### config.mk
export PLATFORM = sky130hd
export DESIGN_NAME = detector_paridade_quadro
export DESIGN_NICKNAME = d
export VERILOG_FILES = /design/src/rtl/detector_paridade_quadro.sv
export SDC_FILE = /design/constraint.sdc
export NUM_CORES = 1
export LEC_CHECK = 0
export CAP_MARGIN = 20
export CORE_ASPECT_RATIO = 0.75
export CORE_MARGIN = 2
export CORE_UTILIZATION = 40
export DETAILED_ROUTE_END_ITERATION = 8
export PLACE_DENSITY = 0.75
export SLEW_MARGIN = 5
export SYNTH_ARGS = -nofsm -noshare
export SYNTH_HDL_FRONTEND = slang
export SYNTH_SLANG_ARGS = --single-unit
export TNS_END_PERCENT = 30
### constraint.sdc
create_clock -name clk -period 3.5 [get_ports clk]
set_input_delay 0.525 -clock clk [delete_from_list [all_inputs] [get_ports clk]]
set_output_delay 0.525 -clock clk [all_outputs]
set_load 0.02 [all_outputs]
### src/rtl/detector_paridade_quadro.sv
// Framed serial parity checker: DATA_W data bits LSB first, then one parity bit.
// Selectable even/odd sense per frame, abort on re-sync, saturating error counter.
module detector_paridade_quadro #(
  parameter int DATA_W = 8,
  parameter int CNT_W  = 8
) (
  input  logic              clk,
  input  logic              reset,
  input  logic              frame_start,
  input  logic              odd_mode,
  input  logic              serial_valid,
  input  logic              serial_input,
  input  logic              clear_count,
  output logic              busy,
  output logic              paridade_parcial,
  output logic [DATA_W-1:0] data_out,
  output logic              frame_done,
  output logic              parity_error,
  output logic              frame_aborted,
  output logic [CNT_W-1:0]  error_count
);

  localparam int IDX_W = (DATA_W > 1) ? $clog2(DATA_W) : 1;
  localparam logic [IDX_W-1:0] LAST_IDX = IDX_W'(DATA_W - 1);

  typedef enum logic [1:0] {
    S_IDLE   = 2'd0,
    S_DATA   = 2'd1,
    S_PARITY = 2'd2
  } state_t;

  state_t            r_state, w_state_nxt;
  logic [IDX_W-1:0]  r_cnt, w_cnt_nxt;
  logic [DATA_W-1:0] r_shift, w_shift_nxt;
  logic              r_par, w_par_nxt;
  logic              r_odd, w_odd_nxt;
  logic [DATA_W-1:0] r_data, w_data_nxt;
  logic              r_perr, w_perr_nxt;
  logic              r_done, w_done_nxt;
  logic              r_abort, w_abort_nxt;
  logic [CNT_W-1:0]  r_errcnt, w_errcnt_nxt;
  logic              w_err;
  logic              w_inc;

  // Counter holds at all-ones instead of wrapping.
  function automatic logic [CNT_W-1:0] sat_inc(input logic [CNT_W-1:0] v);
    return (&v) ? v : v + CNT_W'(1);
  endfunction

  always_comb begin
    w_state_nxt  = r_state;
    w_cnt_nxt    = r_cnt;
    w_shift_nxt  = r_shift;
    w_par_nxt    = r_par;
    w_odd_nxt    = r_odd;
    w_data_nxt   = r_data;
    w_perr_nxt   = r_perr;
    w_done_nxt   = 1'b0;
    w_abort_nxt  = 1'b0;
    w_err        = 1'b0;
    w_inc        = 1'b0;

    if (frame_start) begin
      // Re-sync wins over everything, including a bit arriving this cycle.
      w_state_nxt = S_DATA;
      w_cnt_nxt   = '0;
      w_par_nxt   = 1'b0;
      w_odd_nxt   = odd_mode;
      w_abort_nxt = (r_state != S_IDLE);
    end else begin
      unique case (r_state)
        S_DATA: begin
          if (serial_valid) begin
            w_shift_nxt = {serial_input, r_shift[DATA_W-1:1]};
            w_par_nxt   = r_par ^ serial_input;
            if (r_cnt == LAST_IDX) begin
              w_state_nxt = S_PARITY;
            end else begin
              w_cnt_nxt = r_cnt + IDX_W'(1);
            end
          end
        end
        S_PARITY: begin
          if (serial_valid) begin
            w_err       = ((r_par ^ serial_input) != r_odd);
            w_data_nxt  = r_shift;
            w_perr_nxt  = w_err;
            w_done_nxt  = 1'b1;
            w_inc       = w_err;
            w_state_nxt = S_IDLE;
          end
        end
        default: begin
        end
      endcase
    end

    // A clear request overrides a same-cycle increment.
    if (clear_count) begin
      w_errcnt_nxt = '0;
    end else if (w_inc) begin
      w_errcnt_nxt = sat_inc(r_errcnt);
    end else begin
      w_errcnt_nxt = r_errcnt;
    end
  end

  always_ff @(posedge clk or negedge reset) begin
    if (!reset) begin
      r_state  <= S_IDLE;
      r_cnt    <= '0;
      r_shift  <= '0;
      r_par    <= 1'b0;
      r_odd    <= 1'b0;
      r_data   <= '0;
      r_perr   <= 1'b0;
      r_done   <= 1'b0;
      r_abort  <= 1'b0;
      r_errcnt <= '0;
    end else begin
      r_state  <= w_state_nxt;
      r_cnt    <= w_cnt_nxt;
      r_shift  <= w_shift_nxt;
      r_par    <= w_par_nxt;
      r_odd    <= w_odd_nxt;
      r_data   <= w_data_nxt;
      r_perr   <= w_perr_nxt;
      r_done   <= w_done_nxt;
      r_abort  <= w_abort_nxt;
      r_errcnt <= w_errcnt_nxt;
    end
  end

  assign busy             = (r_state != S_IDLE);
  assign paridade_parcial = r_par;
  assign data_out         = r_data;
  assign frame_done       = r_done;
  assign parity_error     = r_perr;
  assign frame_aborted    = r_abort;
  assign error_count      = r_errcnt;

endmodule

==> run metrics <==
Syn Inst Count=114; Layout area overhead=28.13%; synth warn=0; Worst setup SP type=input port; DIE WIDTH=73.95 µm; critical path arrival=2570 ps; detailed placement HPWL=1824 µm; Critical Path Source=frame_start; via count=1,004; switch share=23.69%; number of distinct library cells after synthesis=31; hold_sp=data_out[4]; worst r2r path cells=4; Pins Over Slew Limit=0; crit path to=error_count[5]; Clock Tree Buf Depth=2; Psw=199.0 µW; Ant. Diodes=0; vias in the first global route=939; Syn Nets=124; Row Count=19; Place WS=832.7 ps; worst hold path class=reg -> reg; Synth Area per Inst=12.87 µm²; # fillers=319; fmax=423.6 MHz; RePlAce Congestion=0.7509; most common cell after layout, fill and taps aside=dfrtp_1; slew margin rel.=55.73%; Post-synth EDFFs=0; final setup skew=9.560 ps; setup bufs post-CTS=0; H-tree lvl count=2; CP Capture Type=flop; first-pass GRT wire length=4298 µm; endpoints failing setup=0; synthesized flop and latch total=34; RR Startpoint=r_state[0]; pin count of the biggest net entering global routing=35; fin worst setup slack=1139 ps; # port buffers=27; Fin Setup TNS=0 ps; clk slew on worst S/H paths=70 ps; initial antenna violation count=0; crit-path max FO=14; CTS tree=built; Seq/Total Area, Yosys=57.97%; worst skew pair latency=290 ps; Total GRT Usage=14.06%; endpoints failing hold=0; DRC=0; status=finished, final reports clean; CTS buffer count=5; drt wl/cell=13.25 µm; worst slew pin tran=661.6 ps; io pins=28; height of the die=56.46 µm; synthesized area=1468 µm²; minimum clock period=2361 ps; Clock power frac=35.5%; drt initial violations=60; CP required=3710 ps; Layout Nets=155; clock sink count=34; most frequent cells in the layout=34 x dfrtp_1, 27 x clkdlybuf4s50_1, 9 x a21oi_1, 9 x mux2_2, 9 x mux2_1; Core Box Area=3590 µm²; CTS root buffer=clkbuf_8; Routed Antenna Nets=0; vias per cell=5.071; drt pass-1 iters=4; Worst R2R Setup Slack=1570 ps; hold buffers post-CTS=0; RR Endpoint=error_count[5]; Max-Cap Viols=0; CTS resizes=0; crit share post-route=67.45%; grt total ovfl=0; Die ar.=4175 µm²; PD cells=446.7 nW/µm²; share of layout cells above drive strength 1=15.07%; RSZ-0062 raised after global routing=no; final WL=2623 µm; register share of total power=54.9%; combinational share of power=9.6%; VDD IR max=0.0002341 V; WS Path Type=in -> reg; Leak Pwr=0.0008083 µW; Starting Density=40.89%; Async S/R FF share, synth=100.0%; ys flop type=dfrtp_1; internal cell power=641.0 µW
[sequential cells by signal (all words and copies together), names as in the netlist]
name              flops
parity_error          1
frame_done            1
error_count           8
data_out              8
r_cnt                 3
paridade_parcial      1
frame_aborted         1
r_state               2
r_shift               8
r_odd                 1
[per-layer routing]
| layer | routed length (µm) | share of wire (%) | GRT usage [%] | vias to the layer above |
|---|---|---|---|---|
| met5 | 0 | 0 | 0 | - |
| met2 | 1238 | 47 | 20.28 | 25 |
| met3 | 152 | 5.8 | 7.002 | 5 |
| met1 | 1186 | 45 | 17.66 | 504 |
| li1 | - | - | - | 470 |
| met4 | 45 | 1.7 | 6.234 | 0 |
[stage by stage]
stage	area (µm²)	hold WS (ps)	power (µW)	std cells	util [%]
after CTS	1881	496.6	853.6	198	52.39
after global routing	1881	515.9	883.0	198	52.39
final	1881	487.0	840.0	198	52.39
after floorplan	1468	229.4	517.1	114	-
after detailed placement	1785	479.0	551.4	190	49.74
after global placement	1785	471.6	545.5	190	49.74
[power by group through the flow]
stage               Combinational [µW]  Sequential [µW]  Clock, µW
floorplan                         54.7              462          0
global placement                  78.8              467          0
detailed placement                82.6              469          0
CTS                               83.0              461        309
global route                      89.9              467        326
finish                            80.9              461        298
[synthesized netlist by cell type, types with 2 or more instances]
| library cell | number | area share, % |
|---|---|---|
| or3_1 | 3 | 1.3 |
| nor2_1 | 6 | 1.5 |
| nand3_1 | 4 | 1.4 |
| o21ai_0 | 4 | 1.4 |
| o21ai_1 | 2 | 0.68 |
| dfrtp_1 | 34 | 58 |
| o31ai_1 | 3 | 1.5 |
| buf_2 | 2 | 0.68 |
| mux2_2 | 9 | 6.9 |
| a21oi_1 | 9 | 3.1 |
| nand2_1 | 5 | 1.3 |
| ha_1 | 3 | 2.6 |
| or4_1 | 3 | 1.5 |
| mux2_1 | 9 | 6.9 |
| xor2_1 | 2 | 1.2 |
[critical path: stages]
cell and delay (ps):
clkdlybuf4s50_1 560, and4bb_2 580, o211ai_4 220, or4_1 500, a21oi_1 170
[worst min path at each step]
stage	slack, ps	cells past startpoint	to
global route	520	1	data_out[2]
floorplan	230	0	data_out[0]
detailed placement	480	1	data_out[3]
global placement	470	1	data_out[0]
CTS	500	1	data_out[4]
finish	490	1	data_out[4]
[layout make-up]
cell class	count	area [µm²]	area share, %
flip-flops and latches	34	850.8	45.24
multi-input cells	75	588.1	31.27
repair buffers	28	277.8	14.77
clock buffers	6	82.58	4.391
well taps	52	65.06	3.460
clock inverters	2	12.51	0.6653
inverters	1	3.754	0.1996
[kinds of logic (layout without fill, tap and decap cells)]
logic type / count (synthesis) / in the layout / synth area share, %
buf+inv: 5 / 37 / 1.960
compound gates: 19 / 19 / 8.099
flops: 34 / 34 / 57.97
mux: 19 / 19 / 14.49
xor+xnor: 4 / 4 / 3.495
simple gates: 30 / 30 / 11.43
fa+ha+maj: 3 / 3 / 2.558
Power figures use the tool's default switching activity.
